File: src/rtl/tdm_demux4_pkg.sv
// rtl/tdm_demux4_pkg.sv - shared defaults, state type and lane helpers for tdm_demux4
package tdm_demux4_pkg;

   localparam int DEF_WIDTH = 4;
   localparam int DEF_LANES = 2;

   typedef enum logic {
      IDLE = 1'b0,
      FILL = 1'b1
   } state_e;

   function automatic int ptr_width(input int lanes);
      int w;
      w = 1;
      while ((1 << w) < lanes) w++;
      return w;
   endfunction

   function automatic int lane_lsb(input int lane, input int width);
      return lane * width;
   endfunction

endpackage

File: src/rtl/tdm_lane_reg.sv
// rtl/tdm_lane_reg.sv - one staging lane: write-enabled register with async active-low clear
module tdm_lane_reg
   import tdm_demux4_pkg::*;
#(
   parameter int WIDTH = DEF_WIDTH
) (
   input  logic             clk,
   input  logic             rst_n,
   input  logic             we_i,
   input  logic [WIDTH-1:0] d_i,
   output logic [WIDTH-1:0] q_o
);

   logic [WIDTH-1:0] q_q;

   always_ff @(posedge clk or negedge rst_n) begin
      if (!rst_n) begin
         q_q <= '0;
      end else if (we_i) begin
         q_q <= d_i;
      end
   end

   assign q_o = q_q;

endmodule

File: src/rtl/tdm_demux4.sv
// rtl/tdm_demux4.sv - round-robin TDM beat demultiplexer with atomic frame publish
// Optional parity checking is built when TDM_DEMUX4_PARITY_EN is defined.
module tdm_demux4
   import tdm_demux4_pkg::*;
#(
   parameter int WIDTH = DEF_WIDTH,
   parameter int LANES = DEF_LANES
) (
   input  logic                   clk,
   input  logic                   rst_n,
   input  logic                   enable,
   input  logic [WIDTH-1:0]       din,
   input  logic                   din_valid,
   input  logic                   sof,
   output logic [LANES*WIDTH-1:0] dout,
   output logic                   frame_valid,
   output logic                   sync_err,
   output logic                   busy
`ifdef TDM_DEMUX4_PARITY_EN
   ,
   input  logic                   din_par,
   output logic                   par_err
`endif
);

   localparam int              PTR_W = ptr_width(LANES);
   localparam logic [PTR_W-1:0] LAST = PTR_W'(LANES - 1);

   state_e                 state_q;
   logic [PTR_W-1:0]       ptr_q;
   logic [PTR_W-1:0]       wr_lane;
   logic                   acc;
   logic                   restart;
   logic                   last_beat;
   logic [WIDTH-1:0]       lane_q [LANES];
   logic [LANES-1:0]       lane_we;
   logic [LANES*WIDTH-1:0] dout_q;
   logic [LANES*WIDTH-1:0] pub_d;
   logic                   fv_q;
   logic                   se_q;

   assign acc       = enable && din_valid;
   // Any beat seen in IDLE, or a sof beat in FILL, opens a fresh frame at lane 0.
   assign restart   = (state_q == IDLE) || sof;
   assign wr_lane   = restart ? '0 : ptr_q;
   assign last_beat = !restart && (ptr_q == LAST);

   for (genvar k = 0; k < LANES; k++) begin : g_lane
      assign lane_we[k] = acc && (wr_lane == PTR_W'(k));
      tdm_lane_reg #(.WIDTH(WIDTH)) u_lane (
         .clk   (clk),
         .rst_n (rst_n),
         .we_i  (lane_we[k]),
         .d_i   (din),
         .q_o   (lane_q[k])
      );
   end

   // The final beat bypasses its staging lane so the whole frame publishes on one edge.
   always_comb begin
      pub_d = '0;
      for (int k = 0; k < LANES; k++) begin
         pub_d[lane_lsb(k, WIDTH) +: WIDTH] = lane_we[k] ? din : lane_q[k];
      end
   end

   always_ff @(posedge clk or negedge rst_n) begin
      if (!rst_n) begin
         state_q <= IDLE;
         ptr_q   <= '0;
         dout_q  <= '0;
         fv_q    <= 1'b0;
         se_q    <= 1'b0;
      end else begin
         fv_q <= 1'b0;
         se_q <= 1'b0;
         if (acc) begin
            if (state_q == IDLE) begin
               ptr_q   <= PTR_W'(1);
               state_q <= FILL;
            end else if (sof) begin
               se_q  <= 1'b1;
               ptr_q <= PTR_W'(1);
            end else if (last_beat) begin
               dout_q  <= pub_d;
               fv_q    <= 1'b1;
               ptr_q   <= '0;
               state_q <= IDLE;
            end else begin
               ptr_q <= ptr_q + PTR_W'(1);
            end
         end
      end
   end

`ifdef TDM_DEMUX4_PARITY_EN
   logic flag_q;
   logic pe_q;
   logic frame_bad;

   assign frame_bad = (^{din, din_par}) || (flag_q && !restart);

   always_ff @(posedge clk or negedge rst_n) begin
      if (!rst_n) begin
         flag_q <= 1'b0;
         pe_q   <= 1'b0;
      end else begin
         pe_q <= 1'b0;
         if (acc) begin
            flag_q <= frame_bad;
            if (last_beat) pe_q <= frame_bad;
         end
      end
   end

   assign par_err = enable && pe_q;
`endif

   assign dout        = enable ? dout_q : '0;
   assign frame_valid = enable && fv_q;
   assign sync_err    = enable && se_q;
   assign busy        = enable && (state_q == FILL);

endmodule

File: config.mk
export PLATFORM = sky130hd
export DESIGN_NAME = tdm_demux4
export DESIGN_NICKNAME = d
export VERILOG_FILES = /design/src/rtl/tdm_demux4_pkg.sv /design/src/rtl/tdm_lane_reg.sv /design/src/rtl/tdm_demux4.sv
export SDC_FILE = /design/constraint.sdc
export NUM_CORES = 1
export LEC_CHECK = 0
export ABC_AREA = 1
export CAP_MARGIN = 20
export CORE_MARGIN = 10
export CORE_UTILIZATION = 40
export CTS_BUF_LIST = sky130_fd_sc_hd__clkbuf_2
export CTS_CLUSTER_DIAMETER = 80
export CTS_CLUSTER_SIZE = 30
export DETAILED_ROUTE_END_ITERATION = 12
export PLACE_DENSITY_LB_ADDON = 0.25
export SLEW_MARGIN = 20
export SYNTH_ARGS = -nofsm -noshare
export SYNTH_HDL_FRONTEND = slang
export SYNTH_SLANG_ARGS = --single-unit
File: constraint.sdc
create_clock -name clk -period 1.12 [get_ports clk]
set_input_delay 0.112 -clock clk [delete_from_list [all_inputs] [get_ports clk]]
set_output_delay 0.112 -clock clk [all_outputs]
set_load 0.01 [all_outputs]
=== Yosys cells after proc, flatten, opt, wreduce, memory -nomap -nowiden ===
Cells that the tools add are included.

* Register bits after elaboration: 20
* Input bits: 9
* Word-level logic and storage cells: 38

* Add/sub/neg operators: 1
* Multiplexer cells: 17
* Bitwise logic cells: 3
* Reductions and logical operators: 10

{| class="wikitable"
|+ Operators by type and width
! cell !! count
|-
| 1-bit two-way mux || 14
|-
| 4-bit two-way mux || 2
|-
| 8-bit two-way mux || 1
|-
| 1-bit logical AND || 7
|-
| 4-bit AND reduction || 1
|-
| 1-bit NOT || 3
|-
| 1-bit adder, second input constant || 1
|-
| 1-bit logical NOT || 1
|-
| 1-bit logical OR || 1
|}

=== Depth between registers and ports, before layout ===
Gate-level depths: netlist of run 1.

* Depth after elaboration: 8
* Mapped depth: 7

=== Cells and area by module ===
A second synthesis of run 1 with hierarchy kept.

* Cell total of the unflattened synthesis: 90
* Area, all modules: 716.9 um^2

{| class="wikitable"
|+ By module, submodules not included
! module !! instances !! cells each !! area an instance (um^2)
|-
| tdm_demux4 || 1 || 73 || 568.0
|-
| tdm_lane_reg || 1 || 17 || 148.9
|}

=== Least setup slack after synthesis of run 1 ===
Ideal clock, no wire load.

* Path kind: flip-flop to flip-flop
* From: reg state_q
* To: reg dout_q[3]
* Library setup time: 0.117 ns
* Arrival: 0.914 ns
* Required time: 1.003 ns
* Setup slack: 0.089 ns
* Cell stages (with the launch flop): 7
* Buffers on the path: 1
* Period minus slack after synthesis: 1.031 ns
* Cells stage by stage: dfrtp_1 -> nand3_4 -> nor2_8 -> inv_2 -> buf_6 -> nand2_1 -> nand2_1

* Longest elaborated chain between the ends: 6

{| class="wikitable"
|+ Ends and longest elaborated chain
! item !! line !! text
|-
| start: declaration || tdm_demux4.sv:29 || <nowiki>state_e state_q;</nowiki>
|-
| start signal: assignment || tdm_demux4.sv:69 || <nowiki>state_q <= IDLE;</nowiki>
|-
| start signal: assignment || tdm_demux4.sv:80 || <nowiki>state_q <= FILL;</nowiki>
|-
| start signal: assignment || tdm_demux4.sv:88 || <nowiki>state_q <= IDLE;</nowiki>
|-
| 1-bit NOT || - ||
|-
| 1-bit logical OR || tdm_demux4.sv:44 || <nowiki>assign restart = (state_q == IDLE) || sof;</nowiki>
|-
| 1-bit two-way mux || tdm_demux4.sv:45 || <nowiki>assign wr_lane = restart ? '0 : ptr_q;</nowiki>
|-
| 1-bit NOT || tdm_demux4.sv:49 || <nowiki>assign lane_we[k] = acc && (wr_lane == PTR_W'(k));</nowiki>
|-
| 1-bit logical AND || tdm_demux4.sv:49 ||
|-
| 4-bit two-way mux || - ||
|-
| end signal: assignment || tdm_demux4.sv:85 || <nowiki>dout_q <= pub_d;</nowiki>
|-
| end: declaration || tdm_demux4.sv:37 || <nowiki>logic [LANES*WIDTH-1:0] dout_q;</nowiki>
|}

Several ways; a longest one is shown, not always the timed one.
A chain may end at the register's enable or synchronous reset.

=== Worst setup path after layout of run 1 ===
* From: reg state_q
* To: out busy

* Longest elaborated chain between the ends: 1

{| class="wikitable"
|+ Ends and longest elaborated chain
! item !! line !! text
|-
| 1-bit logical AND || tdm_demux4.sv:122 || <nowiki>assign busy = enable && (state_q == FILL);</nowiki>
|-
| end: declaration || tdm_demux4.sv:18 || <nowiki>output logic busy</nowiki>
|}

Every way passes these cells.

==> results of run 1 <==
==> state kept, by name, indices dropped and copies added (netlist names) <==
signal and count:
dout_q 8, fv_q 1, g_lane.u_lane.q_o 4, ptr_q 1, se_q 1, state_q 1
==> report_power, final <==
| group | switching, µW | total [µW] | internal (µW) |
|---|---|---|---|
| logic | 256 | 567 | 311 |
| clock network | 173 | 250 | 77.7 |
| registers | 69.9 | 788 | 719 |
==> worst max path at each step <==
stage,endpoint,from
after floorplan,dout_q[3],state_q
after global placement,busy,enable
after detailed placement,busy,enable
after CTS,dout[6],dout_q[6]
after global routing,busy,state_q
final,busy,state_q
==> critical path, stage by stage, from the launching register on <==
cell	delay [ns]
dfrtp_1	0.45
nand2_1	0.08
inv_1	0.04
buf_2	0.13
==> repair_timing <==
item                                    in CTS  in global routing
buffers inserted                             5                  3
pin swaps                                    3                  2
gates resized for setup                     47                  7
endpoints found under the setup margin      20                 13
cloned                                       1                  0
==> cell families (layout without fill, tap and decap cells) <==
kind of cell           Yosys count  after routing  share of synthesized area (%)
AOI/OAI and AO/OA                1              1                          0.655
buffers and inverters           25             64                           13.3
DFF                             16             16                           52.5
and+or+nand+nor                 54             54                           33.6
==> final cells by class <==
cell class	instances	area (µm²)
inverters	23	88.8
well taps	25	31.3
multi-input cells	55	269
fillers	180	668
clock buffers	3	15.0
flip-flops and latches	16	400
repair buffers	37	288
clock inverters	1	3.75
==> cell usage after synthesis <==
cell / instances
nor3_1: 1
dfrtp_1: 16
inv_1: 21
clkbuf_1: 1
nor2_8: 1
nand3_1: 8
and2_1: 4
nand3_4: 1
nand2_1: 38
buf_6: 1
nand2_2: 1
o21ai_0: 1
inv_2: 2
==> per-stage QoR <==
step	total power, µW	instance area [µm²]	worst slack (ns)	utilization, %	TNS, ns
2_1_floorplan	1040	763	0.0890	-	0
3_3_place_gp	1270	1040	-0.376	59.2	-8.32
3_5_place_dp	1290	1040	-0.400	59.2	-9.04
4_1_cts	1590	1090	0.000751	61.6	0
5_1_grt	1740	1100	-0.0321	62.1	-0.0411
6_report	1610	1100	0.0350	62.1	0
==> routing by layer <==
metal / track usage [%] / vias to the layer above / routed length [µm]
li1: - / 358 / -
met1: 9.66 / 300 / 745
met2: 16.0 / 10 / 865
met3: 2.65 / 2 / 103
met4: 4.10 / 0 / 12
met5: 0 / - / 0
==> flow_metrics.env, run 1 <==
export IMPL_synth_distinct_cells=13
export IMPL_yosysWarnings=0
export IMPL_core_rowCount=15
export IMPL_netlist_instances=96
export IMPL_critical_path_startpoint_type="flip-flop"
export IMPL_htreeDepth=1
export IMPL_wl_per_cell_um=10.8
export IMPL_layout_commonest_cell="nand2_1"
export IMPL_final_cells=160
export IMPL_post_place_cells=148
export IMPL_outcome="finished, final reports clean"
export IMPL_whs_ns=0.137
export IMPL_cts_tree="yes"
export IMPL_clk_path_buf_depth=2
export IMPL_grt_pass1_wl_mm=3.02
export IMPL_die_y_um=63.7
export IMPL_dieArea_um2=4060
export IMPL_path_clk_slew_ns=0.15
export IMPL_grt_usage_pct=9.06
export IMPL_clockRootBuffer="clkbuf_2"
export IMPL_layout_drive_gt1_share_pct=28.1
export IMPL_period_share_pct=96.9
export IMPL_crit_required_ns=1.01
export IMPL_yosysTopAreaCell="dfrtp_1"
export IMPL_worstPathMaxFanout=3
export IMPL_setup_viol=0
export IMPL_drc=0
export IMPL_synthToLayoutAreaGrowth_pct=43.6
export IMPL_initial_core_util_pct=43.3
export IMPL_power_density_nw_per_um2=1470
export IMPL_drtIter0Drc=15
export IMPL_cts_hold_buffers=0
export IMPL_drv_slew=0
export IMPL_nets=145
export IMPL_ff2ff_setup_slack_ns=0.06
export IMPL_grt_start_max_net_pins=17
export IMPL_synth_top_area_share_pct=52.5
export IMPL_rsz0062_at_grt="true"
export IMPL_min_path_type="primary input to asynchronous set/reset pin"
export IMPL_critPathCaptureType="primary output"
export IMPL_tightest_slew_ns=0.205
export IMPL_fmax_ghz=0.922
export IMPL_gp_congestion=0.737
export IMPL_totalWireLength_mm=1.73
export IMPL_path_class="flip-flop to primary output"
export IMPL_dr_pass1_iters=4
export IMPL_first_global_vias=699
export IMPL_p_leak_uw=0.000701
export IMPL_vias_per_cell=4.19
export IMPL_synth_fp_nets=105
export IMPL_syn_area_per_cell_um2=7.95
export IMPL_clk_latency_ns=0.27
export IMPL_numCtsBuffers=3
export IMPL_portBuffers=19
export IMPL_fin_crit_ns=1.08
export IMPL_slew_headroom_pct=86.3
export IMPL_synth_area_leaders="dfrtp_1 52%, nand2_1 19%, inv_1 10%, nand3_1 5.2%, and2_1 3.3%"
export IMPL_route_vias_total=670
export IMPL_antenna_found_initial=0
export IMPL_hold_viol=0
export IMPL_peakVddDrop_uv=972
export IMPL_coreArea_um2=1760
export IMPL_grt_overflow=0
export IMPL_floorplan_io_pins=20
export IMPL_seq_area_frac_synth_pct=52.5
export IMPL_mostFrequentLayoutCells="37 x nand2_1, 21 x inv_1, 16 x dfrtp_1, 13 x buf_4, 11 x buf_2"
export IMPL_cts_sinks=16
export IMPL_ys_ff_latch=16
export IMPL_reg2regPathDepth=5
export IMPL_timing_rr_end="dout_q[2]"
export IMPL_drv_cap=0
export IMPL_ant_nets=0
export IMPL_fp_dieW_um=63.7
export IMPL_n_antenna_cell=0
export IMPL_rr_startpoint="state_q"
export IMPL_crit_arrival_ns=0.97
export IMPL_dp_hpwl_mm=1.30
export IMPL_synth_area_um2=763
export IMPL_skew_ns=0.000715
(Power assumes the default switching activity.)
==> run 2, diff against run 1 <==
--- a/config.mk
+++ b/config.mk
@@ -7,13 +7,15 @@
 export LEC_CHECK = 0
 export ABC_AREA = 1
 export CAP_MARGIN = 20
+export CELL_PAD_IN_SITES_DETAIL_PLACEMENT = 1
+export CELL_PAD_IN_SITES_GLOBAL_PLACEMENT = 2
 export CORE_MARGIN = 10
-export CORE_UTILIZATION = 40
+export CORE_UTILIZATION = 27
 export CTS_BUF_LIST = sky130_fd_sc_hd__clkbuf_2
 export CTS_CLUSTER_DIAMETER = 80
 export CTS_CLUSTER_SIZE = 30
 export DETAILED_ROUTE_END_ITERATION = 12
-export PLACE_DENSITY_LB_ADDON = 0.25
+export PLACE_DENSITY_LB_ADDON = 0.2
 export SLEW_MARGIN = 20
 export SYNTH_ARGS = -nofsm -noshare
 export SYNTH_HDL_FRONTEND = slang
==> flow_metrics.env, run 2 (synthesis results as in run 1) <==
export IMPL_min_path_type="primary input to asynchronous set/reset pin"
export IMPL_path_cells="buf_6 -> nand3_4 -> buf_4 -> nand3_2 -> and2_1"
export IMPL_fill_cells=340
export IMPL_cts_tree="yes"
export IMPL_path_class="flip-flop to flip-flop"
export IMPL_critPathMaxStageDelay_ns=0.43
export IMPL_post_route_worst_setup_slack_ns=0.0000493
export IMPL_setup_viol=0
export IMPL_htreeDepth=1
export IMPL_grt_start_max_net_pins=17
export IMPL_cts_sinks=16
export IMPL_wl_per_cell_um=12.1
export IMPL_initial_core_util_pct=27.9
export IMPL_whs_ns=0.104
export IMPL_portBuffers=19
export IMPL_tightest_slew_ns=0.216
export IMPL_fin_crit_ns=1.12
export IMPL_path_clk_slew_ns=0.16
export IMPL_coreArea_um2=2730
export IMPL_fp_dieW_um=73.2
export IMPL_gp_congestion=0.702
export IMPL_drv_slew=0
export IMPL_dpl_cell_area_um2=1070
export IMPL_final_cell_area_um2=1190
export IMPL_crit_arrival_ns=1.34
export IMPL_dr_pass1_iters=3
export IMPL_clockRootBuffer="clkbuf_2"
export IMPL_vias_per_cell=4.23
export IMPL_grt_pass1_wl_mm=3.53
export IMPL_n_antenna_cell=0
export IMPL_largest_reg_flops=8
export IMPL_slew_headroom_pct=85.6
export IMPL_outcome="finished, final reports clean"
export IMPL_layout_drive_gt1_share_pct=36.5
export IMPL_reg2regPathDepth=5
export IMPL_floorplan_io_pins=20
export IMPL_route_vias_total=710
export IMPL_drtIter0Drc=17
export IMPL_grt_overflow=0
export IMPL_die_y_um=73.2
export IMPL_skew_ns=0.00274
export IMPL_p_leak_uw=0.000734
export IMPL_drv_cap=0
export IMPL_clk_path_buf_depth=2
export IMPL_cp_slowest_cell="dfrtp_1"
export IMPL_grt_usage_pct=8.43
export IMPL_nets=148
export IMPL_crit_required_ns=1.34
export IMPL_core_rowCount=19
export IMPL_critPathCaptureType="flip-flop"
export IMPL_peakVddDrop_uv=654
export IMPL_numCtsBuffers=3
export IMPL_drc=0
export IMPL_dieArea_um2=5350
export IMPL_power_density_nw_per_um2=1400
export IMPL_dp_hpwl_mm=1.48
export IMPL_rsz0062_at_grt="true"
export IMPL_layout_commonest_cell="nand2_1"
export IMPL_setup_tns_ns=0
export IMPL_fmax_ghz=0.893
export IMPL_worstPathMaxFanout=4
export IMPL_hold_viol=0
export IMPL_ant_nets=0
export IMPL_antenna_found_initial=0
export IMPL_period_share_pct=100
export IMPL_critical_path_startpoint_type="flip-flop"
export IMPL_regMostFlops="dout_q"
export IMPL_first_global_vias=752
export IMPL_pre_cts_slack_ns=-0.426
export IMPL_mostFrequentLayoutCells="35 x nand2_1, 21 x inv_1, 16 x dfrtp_1, 16 x buf_4, 8 x buf_6"
export IMPL_totalWireLength_mm=2.03
export IMPL_clk_latency_ns=0.30
export IMPL_synthToLayoutAreaGrowth_pct=56.4
==> run 2: area by class of cell <==
type | count | area (µm²) | share of cell area [%]
Sequential cell | 16 | 400 | 33.5
Timing Repair Buffer | 40 | 339 | 28.4
Multi-Input combinational cell | 55 | 309 | 25.9
Inverter | 23 | 91.3 | 7.65
Tap cell | 31 | 38.8 | 3.25
Clock buffer | 3 | 15.0 | 1.26
==> run 2: worst max-delay path, delay by kind of cell (launching register included) <==
kind / cells / cell delay (ns)
and+or+nand+nor: 3 / 0.34
DFF: 1 / 0.43
buffers and inverters: 2 / 0.26
==> run 2: metal layers <==
layer	GRT usage, %	vias to the layer above	routed length, µm
met2	13.5	12	1030
met4	4.43	0	46
li1	-	359	-
met1	9.43	334	829
met3	3.27	5	118
met5	0	-	0
==> run 2: repair_timing <==
action	in CTS	in global routing
hold buffers	0	0
pin swaps	3	7
endpoints found under the setup margin	20	21
setup buffers	3	6
hold endpoints to repair	0	0
gates resized for setup	54	15
==> run 2: worst paths after layout <==
path / slack, ns / startpoint / endpoint
max: 0.00005 / state_q / g_lane[0].u_lane.q_o[2]
min in group clk: 0.37 / din[2] / dout_q[6]
min reg2reg: 0.50 / dout_q[6] / dout_q[6]
max in group asynchronous: 0.83 / rst_n / dout_q[4]
max reg2reg: 0.00005 / state_q / g_lane[0].u_lane.q_o[2]
min: 0.10 / rst_n / dout_q[2]
==> run 2: report_power, final <==
group          leakage, µW  switching (µW)  internal [µW]  total [µW]
Combinational     0.000527             274            346         620
Sequential        0.000194            71.1            719         790
Clock            0.0000125             194           73.0         267
==> run 2: metrics by stage <==
step           util [%]  power, µW  std cells
2_1_floorplan         -       1040         96
6_report           43.7       1680        168
3_3_place_gp       39.0       1280        156
4_1_cts            40.0       1540        162
5_1_grt            43.7       1810        168
3_5_place_dp       39.0       1300        156
==> run 3, diff against run 2 <==
--- a/config.mk
+++ b/config.mk
@@ -12,7 +12,7 @@
 export CORE_MARGIN = 10
 export CORE_UTILIZATION = 27
 export CTS_BUF_LIST = sky130_fd_sc_hd__clkbuf_2
-export CTS_CLUSTER_DIAMETER = 80
+export CTS_CLUSTER_DIAMETER = 30
 export CTS_CLUSTER_SIZE = 30
 export DETAILED_ROUTE_END_ITERATION = 12
 export PLACE_DENSITY_LB_ADDON = 0.2
==> results of run 3 <==
Same layout as run 2: the final DEF is identical, and so are final timing and power.
